## src/rtl/xor_frame_signature.sv

```systemverilog
// Folds a stream of WIDTH-bit result words into a per-frame XOR signature and
// presents it, with its parity and beat count, through a valid/ready output.
module xor_frame_signature #(
    parameter int WIDTH     = 128,
    parameter int FRAME_LEN = 8,
    parameter int CNT_W     = 8
) (
    input  logic             clk,
    input  logic             rst,
    input  logic             in_valid,
    output logic             in_ready,
    input  logic [WIDTH-1:0] in_data,
    input  logic             flush,
    output logic             out_valid,
    input  logic             out_ready,
    output logic [WIDTH-1:0] out_sig,
    output logic             out_parity,
    output logic [CNT_W-1:0] out_count
);

    typedef enum logic {ACCUM, HOLD} state_t;

    state_t           state;
    logic [WIDTH-1:0] acc;
    logic [WIDTH-1:0] acc_next;
    logic [CNT_W-1:0] cnt;
    logic [CNT_W-1:0] cnt_next;
    logic             beat;
    logic             close;

    // Post-beat accumulator and count; the closing edge captures these so a
    // beat arriving together with flush is folded into the frame it closes.
    always_comb begin
        beat     = in_valid && in_ready && (state == ACCUM);
        acc_next = acc;
        cnt_next = cnt;
        if (beat) begin
            acc_next = acc ^ in_data;
            cnt_next = cnt + CNT_W'(1);
        end
        close = (state == ACCUM) &&
                ((beat && (cnt_next == CNT_W'(FRAME_LEN))) ||
                 (flush && (cnt_next != '0)));
    end

    always_ff @(posedge clk) begin
        if (rst) begin
            state      <= ACCUM;
            acc        <= '0;
            cnt        <= '0;
            in_ready   <= 1'b1;
            out_valid  <= 1'b0;
            out_sig    <= '0;
            out_parity <= 1'b0;
            out_count  <= '0;
        end else begin
            case (state)
                ACCUM: begin
                    if (close) begin
                        out_sig    <= acc_next;
                        out_count  <= cnt_next;
                        out_parity <= ^acc_next;
                        acc        <= '0;
                        cnt        <= '0;
                        out_valid  <= 1'b1;
                        in_ready   <= 1'b0;
                        state      <= HOLD;
                    end else begin
                        acc <= acc_next;
                        cnt <= cnt_next;
                    end
                end
                HOLD: begin
                    if (out_ready) begin
                        out_valid <= 1'b0;
                        in_ready  <= 1'b1;
                        state     <= ACCUM;
                    end
                end
                default: state <= ACCUM;
            endcase
        end
    end

endmodule

```

## config.mk

```make
export PLATFORM = sky130hd
export DESIGN_NAME = xor_frame_signature
export DESIGN_NICKNAME = d
export VERILOG_FILES = /design/src/rtl/xor_frame_signature.sv
export SDC_FILE = /design/constraint.sdc
export NUM_CORES = 1
export LEC_CHECK = 0
export ABC_AREA = 1
export CORE_UTILIZATION = 36
export DETAILED_ROUTE_END_ITERATION = 12
export GPL_TIMING_DRIVEN = 0
export PLACE_DENSITY = 0.61
export RECOVER_POWER = 25
export SYNTH_ARGS = -nofsm -noshare
export SYNTH_HDL_FRONTEND = slang
export SYNTH_SLANG_ARGS = --single-unit
```

## constraint.sdc

```tcl
create_clock -name clk -period 3.7 [get_ports clk]
set_clock_uncertainty 0.1 [all_clocks]
set_input_delay 1.11 -clock clk [delete_from_list [all_inputs] [get_ports clk]]
set_output_delay 1.11 -clock clk [all_outputs]
set_load 0.01 [all_outputs]
```

==> impl_metrics.csv, run 1 <==
group,metric,value,unit
run_status,status,"completed",
sta,period_minus_slack,3.437,ns
clocking,tritoncts,"done",
floorplanning,dieHeight,213.1,um
min_path,min_to,"out_sig[126]",
sta,min_period_over_period,0.9288,
min_path,min_delay_path_depth,2,
critical_path,worstSetupPathType,"register to register",
critical_path,r2r_start,"state",
layout,nets,3186,
critical_path,critPathTopFamily,"simple AND/OR/NAND/NOR gates",
critical_path,critPathMaxFanout,10,
critical_path,path_cells,"buf_4 -> inv_4 -> buf_2 -> buf_1 -> nand4_1 -> nand2_1 -> nand2_1 -> nand2_1 -> nand2_1 -> nand2_1 -> inv_1 -> nand2_1 -> nand2_1 -> nand2_1 -> nand2_1 -> nand2_1 -> nand2_2 -> nand2_1 -> nand2_1 -> nand2_1 -> nand3_1 -> nand2_1 -> inv_1",
route,drt-total-wl,65.63,mm
floorplanning,rows,76,
global_routing,antenna_found_initial,10,
clocking,clk_pin_slew,0.06,ns
route,drc,0,
logic_synthesis,synth_seq_cells,276,
critical_path,startpoint_type,"register",
route,vias,18270,
global_routing,grt_use_total,0.2869,
critical_path,worstSetupEndpointType,"register",
place,port_buffers,270,
logic_synthesis,yosysSeqAreaShare,0.3444,
critical_path,path_buf_inv,6,
logic_synthesis,yosys_warnings,0,
critical_path,cp_common_cell,"nand2_1",
clocking,cts_sinks,276,
floorplanning,initial_utilization,0.3684,
logic_synthesis,synth_nets,2875,
critical_path,worstReg2RegEnd,"out_parity",
logic_synthesis,postSynthCellCount,2741,
sta,finalSetupViolCount,0,
layout,final_util,0.4792,
sta,hold_viol,0,
min_path,hp-start,"out_sig[126]",
logic_synthesis,synth.distinct_cells,29,
layout,syn2layout_area_growth,30.07,%
floorplanning,core,43550,um^2
logic_synthesis,synth_area_leaders,"dfxtp_1 (34%), nand2_1 (30%), nor2_1 (7.0%)",
sta,rsz0062_at_grt,"no",
sta,drv_slew,0,
logic_synthesis,avgSynthCellArea,5.854,um^2
place,gp_congestion,0.8965,
logic_synthesis,synth_top_area_frac,0.3444,
sta,hold_slack,0.3860,ns
pwr,leakagePower,10.73,nW
layout,drive_gt1_frac,0.04979,
sta,tns,0,ns
sta,tightest_slew,1.220,ns
global_routing,grt_pass1_wl,96.77,mm
critical_path,slowest_delay,0.71,ns
route,drt-initial-drc-count,1398,
critical_path,worstPathArrival,3.78,ns
clocking,h-tree-depth,2,
route,via_per_inst,4.987,
critical_path,regToRegSetupSlack,0.26,ns
clocking,clk_path_buf_depth,3,
clocking,ctsHoldBuffers,0,
clocking,cts-root-buf,"clkbuf_16",
layout,final_cell_mix,"nand2_1 (1291), nor2_1 (298), inv_1 (298)",
pwr,power.density,787.4,nW/um^2
logic_synthesis,syn_area,16050,um^2
route,postRouteAntennaNets,0,
floorplanning,io_pins,272,
route,wl_per_cell,17.91,um
logic_synthesis,post-synth-top-area-cell,"dfxtp_1",
pwr,irDropWorstVdd,0.0003184,V
clocking,cts_buffers,36,
sta,relSlewSlack,0.1869,
place,hpwl,47.59,mm
clocking,clkLatencyLatePin,0.55,ns
floorplanning,fp.dieW,213.1,um
sta,fmax,291.0,MHz
run,maxCapViolations,0,
global_routing,grt_max_degree,12,
critical_path,required,4.04,ns
floorplanning,die_area,45420,um^2
global_routing,gr-total-overflow,0,
layout,layout_commonest_cell,"nand2_1",
critical_path,cp_slowest_cell,"buf_1",
global_routing,first_global_vias,16890,
min_path,hold_path.class,"register to register",
critical_path,r2r_cells,23,
route,drt-pass1-iter-count,6,
[registers in the layout (all words and copies together) (netlist names)]
name and count:
cnt 8, state 1, out_sig 128, out_parity 1
in_ready 1, out_count 8, acc 128, out_valid 1
[Yosys cell counts]
| cell | instances |
|---|---|
| a211oi_1 | 68 |
| a21oi_1 | 80 |
| buf_1 | 6 |
| buf_2 | 44 |
| buf_4 | 16 |
| buf_6 | 10 |
| clkbuf_1 | 40 |
| clkinv_1 | 1 |
| dfxtp_1 | 276 |
| ha_1 | 1 |
| inv_1 | 298 |
| inv_2 | 7 |
| inv_4 | 1 |
| nand2_1 | 1295 |
| nand2_2 | 3 |
| nand3_1 | 29 |
| nand3_4 | 1 |
| nand3b_1 | 2 |
| nand4_1 | 50 |
| nor2_1 | 300 |
| nor2_2 | 2 |
| nor2_8 | 1 |
| nor3_1 | 3 |
| o21a_1 | 1 |
| o21ai_0 | 126 |
| o21ai_1 | 17 |
| or2_1 | 1 |
| xnor2_1 | 51 |
| xor2_1 | 11 |
[where the power goes]
| group | total (mW) | internal [mW] | switching (mW) |
|---|---|---|---|
| sequential | 4.28 | 3.76 | 0.525 |
| combinational | 8.67 | 3.02 | 5.65 |
| clock | 3.48 | 2.10 | 1.38 |
| total | 16.4 | 8.88 | 7.55 |
[metrics by stage]
step           cells  cell area (um^2)  power, mW  setup slack, ns
2_1_floorplan   2741             16050      9.598           0.6070
3_3_place_gp    3596             19480      12.61          -0.9692
3_5_place_dp    3596             19480      12.85          -0.9692
4_1_cts         3655             20770      16.48         -0.02524
5_1_grt         3663             20870      17.66          0.08091
6_report        3664             20870      16.43           0.2633
[metal layers]
layer  vias up  track usage  share of wire
met5         -            0        0.00053
met4         6       0.1325          0.040
met3       150      0.04118          0.071
met2       721       0.4767           0.46
met1      8372       0.3654           0.43
li1       9025            -              -
[worst max path at each step]
stage,start,to,cells after the start
finish,state,out_parity,23
global route,state,out_parity,24
CTS,in_valid,out_parity,25
detailed placement,in_valid,out_sig[107],17
global placement,in_valid,out_count[7],15
floorplan,in_valid,acc[106],16
[final cells by class]
type	instances	area, um^2
multi-input combinational	2042	8771
sequential	276	5525
clock buffer	55	1064
buffer	116	803.3
inverter	307	1160
tap	585	732.0
clock inverter	4	72.57
antenna	6	15.01
timing repair buffer	273	2728
fill	4517	22680
[worst reg2reg max path: stages (launching register included)]
cell and delay, ns:
dfxtp_1 0.29, buf_4 0.20, inv_4 0.11, buf_2 0.32
buf_1 0.71, nand4_1 0.17, nand2_1 0.13, nand2_1 0.05
nand2_1 0.07, nand2_1 0.05, nand2_1 0.14, inv_1 0.07
nand2_1 0.07, nand2_1 0.08, nand2_1 0.07, nand2_1 0.05
nand2_1 0.06, nand2_2 0.10, nand2_1 0.09, nand2_1 0.12
nand2_1 0.11, nand3_1 0.08, nand2_1 0.06, inv_1 0.04
[cell families (layout without fill, tap and decap cells)]
family,after synthesis,after routing,share of synthesized area
AOI/OAI and AO/OA,292,292,0.1018
xor gates and xnor gates,62,62,0.03384
adders and majority gates,1,1,0.0007797
buffers and inverters,423,755,0.1110
DFF,276,276,0.3444
other,0,6,0
and+or+nand+nor,1687,1687,0.4082
[timing repair]
action / 4_1_cts / 5_1_grt
pin swaps: 0 / 1
resized for setup: 55 / 25
setup buffers: 0 / 3
endpoints found under the setup margin: 270 / 274
(Power assumes the default switching activity.)
==> run 2: changes to the inputs <==
Settings changed: SLEW_MARGIN set to 30.
Clock period 3.7 ns to 3.56 ns, I/O delays scaled along.
==> impl_metrics.csv, run 2 (synthesized netlist as in run 1, its figures left out) <==
group,metric,value,unit
route,via_per_inst,4.988,
sta,fmax,305.6,MHz
place,dpl_cell_area,19480,um^2
floorplanning,io_pins,272,
place,place_inst,3596,
layout,fin_cells,3666,
clocking,cts_sinks,276,
pwr,irDropWorstVdd,0.0003535,V
critical_path,required,3.91,ns
route,drt-initial-drc-count,1493,
route,drt-total-wl,65.98,mm
pwr,leakagePower,10.78,nW
place,gp_congestion,0.8965,
floorplanning,initial_utilization,0.3684,
critical_path,r2r_cells,24,
global_routing,antenna_found_initial,7,
layout,regArea,5525,um^2
critical_path,worstReg2RegEnd,"out_parity",
layout,multiInputGateArea,8783,um^2
min_path,min_delay_path_depth,2,
sta,tns,0,ns
critical_path,worstSetupPathType,"primary input to register",
layout,final_util,0.4816,
min_path,hp-start,"out_sig[92]",
critical_path,r2r_start,"state",
floorplanning,fp.dieW,213.1,um
route,drc,0,
sta,drv_slew,0,
global_routing,grt_max_degree,13,
place,dp_slack,-1.094,ns
place,hpwl,47.62,mm
critical_path,regToRegSetupSlack,0.31,ns
clocking,clk_path_buf_depth,3,
critical_path,critPathMaxFanout,10,
clocking,tritoncts,"done",
clocking,clkLatencyLatePin,0.55,ns
sta,tightest_slew,1.011,ns
layout,drive_gt1_frac,0.05460,
layout,largestRegisters,"acc x128, out_sig x128",
global_routing,grt_pass1_wl,97.50,mm
run_status,status,"completed",
clocking,cts-root-buf,"clkbuf_16",
floorplanning,dieHeight,213.1,um
min_path,min_to,"out_sig[92]",
global_routing,use_met2,0.4796,
critical_path,worstSetupEndpointType,"register",
clocking,clk_pin_slew,0.06,ns
run,maxCapViolations,0,
route,wl_per_cell,18.00,um
sta,worst_slack,0.2878,ns
floorplanning,core,43550,um^2
route,postRouteAntennaNets,0,
sta,period_minus_slack,3.272,ns
sta,hold_viol,0,
critical_path,startpoint_type,"primary input",
clocking,h-tree-depth,2,
min_path,hold_path.class,"register to register",
global_routing,first_global_vias,17050,
pwr,finalPower,17.23,mW
layout,syn2layout_area_growth,30.72,%
floorplanning,rows,76,
route,drt-pass1-iter-count,5,
global_routing,grt_busiest_layer,"met2",
sta,hold_slack,0.3853,ns
global_routing,gr-usage-met3,0.04618,
global_routing,grt_use_total,0.2883,
place,port_buffers,270,
layout,final_area,20970,um^2
layout,layout_commonest_cell,"nand2_1",
layout,nets,3186,
global_routing,grtUsageMet1,0.3648,
layout,fillers,4541,
route,vias,18290,
sta,rsz0062_at_grt,"no",
layout,final_cell_mix,"nand2_1 (1289), nor2_1 (298), inv_1 (298)",
clocking,cts_buffers,35,
floorplanning,die_area,45420,um^2
sta,relSlewSlack,0.3258,
sta,min_period_over_period,0.9192,
pwr,power.density,821.6,nW/um^2
critical_path,worstPathArrival,3.62,ns
sta,finalSetupViolCount,0,
global_routing,gr-total-overflow,0,
-- run 2: cell count changes in the layout (fill, tap and decap cells not counted), sizes merged --
| cell | before | now |
|---|---|---|
| clkinv | 3 | 6 |
| clkbuf | 97 | 99 |
| diode | 6 | 4 |
| dlymetal6s2s | 1 | 0 |
-- run 2: final cells by class --
type / count / share of cell area
Tap cell: 585 / 0.03490
Buffer: 116 / 0.04122
Inverter: 307 / 0.05530
Clock buffer: 55 / 0.05166
Multi-Input combinational cell: 2042 / 0.4188
Sequential cell: 276 / 0.2634
Clock inverter: 7 / 0.004176
Timing Repair Buffer: 274 / 0.1300
Antenna cell: 4 / 0.0004772
-- run 2: what timing repair did --
item / in CTS / in global routing
pin swaps: 0 / 1
buffers inserted: 3 / 1
resized for setup: 91 / 10
hold buffers: 0 / 0
endpoints found under the setup margin: 274 / 167
-- run 2: critical path: stages --
cell and delay [ns]:
clkbuf_2 0.12, nand2_2 0.11, buf_6 0.21, nor2_8 0.08, buf_12 0.16, buf_8 0.16
o21ai_0 0.41, nand2_1 0.10, nand2_1 0.10, nand2_1 0.05, nand2_1 0.09, nand2_1 0.06
nand2_1 0.09, nand2_1 0.06, nand2_1 0.06, nand2_1 0.06, nand2_2 0.11, inv_1 0.07
nand2_1 0.06, nand2_1 0.13, nand2_1 0.10, nand3_1 0.06, nand2_1 0.06, inv_1 0.03
-- run 2: worst max path at each step --
stage,from,endpoint
after floorplan,in_valid,acc[106]
after global routing,in_valid,out_parity
final,in_valid,out_parity
after detailed placement,in_valid,out_sig[107]
after CTS,in_valid,out_sig[82]
after global placement,in_valid,out_count[7]
-- run 2: per-layer routing --
layer / vias to the layer above / wire length (um) / part of all wire
met4: 6 / 2777 / 0.042
met2: 678 / 30190 / 0.46
met1: 8430 / 28100 / 0.43
li1: 9032 / - / -
met3: 141 / 4872 / 0.074
met5: - / 40 / 0.00061
-- run 2: power breakdown --
part / total, mW / switching [mW] / internal [mW]
sequential: 4.45 / 0.548 / 3.90
combinational: 9.10 / 5.91 / 3.19
clock: 3.68 / 1.45 / 2.23
total: 17.2 / 7.91 / 9.32
==> run 3: changes to the inputs <==
--- a/config.mk
+++ b/config.mk
@@ -8,2 +8,3 @@
 export ABC_AREA = 1
+export ABC_CLOCK_PERIOD_IN_PS = 3560
 export CORE_UTILIZATION = 36
@@ -13,3 +14,3 @@
 export RECOVER_POWER = 25
-export SLEW_MARGIN = 30
+export SLEW_MARGIN = 25
 export SYNTH_ARGS = -nofsm -noshare
==> constraint.sdc (replaced) <==
create_clock -name clk -period 3.56 [get_ports clk]
set_clock_uncertainty 0.1 [all_clocks]
set_input_delay 0.712 -clock clk [delete_from_list [all_inputs] [get_ports clk]]
set_output_delay 0.712 -clock clk [all_outputs]
set_load 0.01 [all_outputs]
==> impl_metrics.csv, run 3 (synthesized netlist as in run 1, its figures left out) <==
group,metric,value,unit
critical_path,worstPathArrival,3.74,ns
critical_path,worstSetupPathType,"primary input to register",
layout,largestRegisters,"acc x128, out_sig x128",
layout,syn2layout_area_growth,29.78,%
place,gp_congestion,0.8965,
clocking,ctsHoldBuffers,0,
layout,final_area,20820,um^2
layout,final_cell_mix,"nand2_1 (1291), nor2_1 (298), inv_1 (298)",
layout,nets,3187,
route,via_per_inst,4.985,
critical_path,worstSetupEndpointType,"register",
floorplanning,initial_utilization,0.3684,
run,maxCapViolations,0,
route,drt-initial-drc-count,1379,
clocking,clk_pin_slew,0.06,ns
sta,period_minus_slack,3.440,ns
route,drt-pass1-iter-count,5,
sta,tightest_slew,0.9733,ns
pwr,irDropWorstVdd,0.0003324,V
place,dpl_cell_area,19480,um^2
critical_path,startpoint_type,"primary input",
floorplanning,core,43550,um^2
clocking,clk_path_buf_depth,3,
place,hpwl,47.59,mm
floorplanning,io_pins,272,
sta,min_period_over_period,0.9663,
layout,fillers,4529,
pwr,finalPower,17.04,mW
min_path,hold_path.class,"register to register",
route,drt-total-wl,65.57,mm
global_routing,grt_max_degree,12,
critical_path,r2r_cells,14,
global_routing,first_global_vias,16910,
global_routing,grt_use_total,0.2867,
critical_path,regToRegSetupSlack,0.24,ns
clocking,cts-root-buf,"clkbuf_16",
floorplanning,rows,76,
route,drc,0,
clocking,cts_buffers,36,
sta,relSlewSlack,0.3512,
critical_path,required,3.86,ns
layout,layout_commonest_cell,"nand2_1",
clocking,cts_sinks,276,
global_routing,grt_pass1_wl,96.73,mm
layout,multiInputGateArea,8775,um^2
run_status,status,"completed",
clocking,tritoncts,"done",
pwr,leakagePower,10.71,nW
clocking,clkLatencyLatePin,0.55,ns
global_routing,gr-total-overflow,0,
critical_path,r2r_start,"state",
route,postRouteAntennaNets,0,
sta,finalSetupViolCount,0,
pwr,power.density,818.2,nW/um^2
floorplanning,dieHeight,213.1,um
sta,fmax,290.7,MHz
critical_path,critPathCapture,"acc[38]",
floorplanning,fp.dieW,213.1,um
layout,drive_gt1_frac,0.05075,
route,wl_per_cell,17.89,um
critical_path,worstReg2RegEnd,"acc[38]",
route,vias,18270,
critical_path,critPathMaxFanout,10,
place,port_buffers,270,
global_routing,antenna_found_initial,9,
floorplanning,die_area,45420,um^2
critical_path,cp-startpoint,"in_valid",
sta,hold_viol,0,
layout,regArea,5525,um^2
clocking,h-tree-depth,2,
sta,drv_slew,0,
-- run 3: changes by cell type in the layout (fill, tap and decap cells not counted), moves of 3 or more --
cell | previous run | this run
buf_12 | 4 | 0
buf_2 | 7 | 17
buf_4 | 41 | 20
buf_6 | 15 | 11
clkbuf_1 | 38 | 42
clkbuf_4 | 3 | 21
clkinv_2 | 4 | 1
-- run 3: how the worst min path moves through the flow --
stage,startpoint,end,slack (ns),cells past startpoint
after floorplan,out_valid,out_valid,0.41,1
final,out_sig[126],out_sig[126],0.39,2
after detailed placement,out_valid,out_valid,0.38,1
after global routing,out_count[4],out_count[4],0.41,2
after CTS,out_sig[45],out_sig[45],0.39,2
after global placement,out_valid,out_valid,0.37,1
-- run 3: per-stage QoR --
step / utilization / worst slack [ns] / hold WS, ns / instances / TNS, ns
after global placement: 0.4473 / -0.7112 / 0.3739 / 3596 / -145.51
after global routing: 0.4781 / -0.002657 / 0.4061 / 3664 / -0.002657
after floorplan: - / 0.8650 / 0.4092 / 2741 / 0
after CTS: 0.4735 / -0.002097 / 0.3892 / 3655 / -0.002097
after detailed placement: 0.4473 / -0.7112 / 0.3769 / 3596 / -142.08
final: 0.4781 / 0.1201 / 0.3861 / 3665 / 0
-- run 3: cell type report --
type / count / area share
Buffer: 116 / 0.03593
Timing Repair Buffer: 274 / 0.1312
Sequential cell: 276 / 0.2653
Antenna cell: 6 / 0.0007210
Clock inverter: 4 / 0.003485
Clock buffer: 55 / 0.05107
Tap cell: 585 / 0.03515
Multi-Input combinational cell: 2042 / 0.4214
Inverter: 307 / 0.05570
-- run 3: timing repair --
item / CTS / global route
resized for setup: 1 / 78
setup buffers: 0 / 4
pin swaps: 0 / 1
setup endpoints to repair: 93 / 271
-- run 3: report_power, final --
group	switching [mW]	internal, mW
clock	1.43	2.19
sequential	0.546	3.91
combinational	5.87	3.10
total	7.85	9.19
-- run 3: routing by layer --
metal | wire length, um | up-vias | global-route usage
met3 | 4719 | 165 | 0.04133
met1 | 27860 | 8400 | 0.3628
met4 | 2799 | 6 | 0.1332
met5 | 35 | - | 0
met2 | 30160 | 672 | 0.4786
li1 | - | 9026 | -
-- run 3: worst max-delay path: stages --
cell             delay [ns]
clkdlybuf4s50_1        0.49
nand2_2                0.15
buf_6                  0.21
nor2_8                 0.06
buf_8                  0.16
o21ai_1                0.27
inv_2                  0.04
nor2_1                 0.12
nand2_1                0.07
nor3_1                 0.17
nand2_1                0.07
nand2_1                0.18
nand2_2                0.15
nand2_4                0.20
clkbuf_1               0.60
nor2_1                 0.09
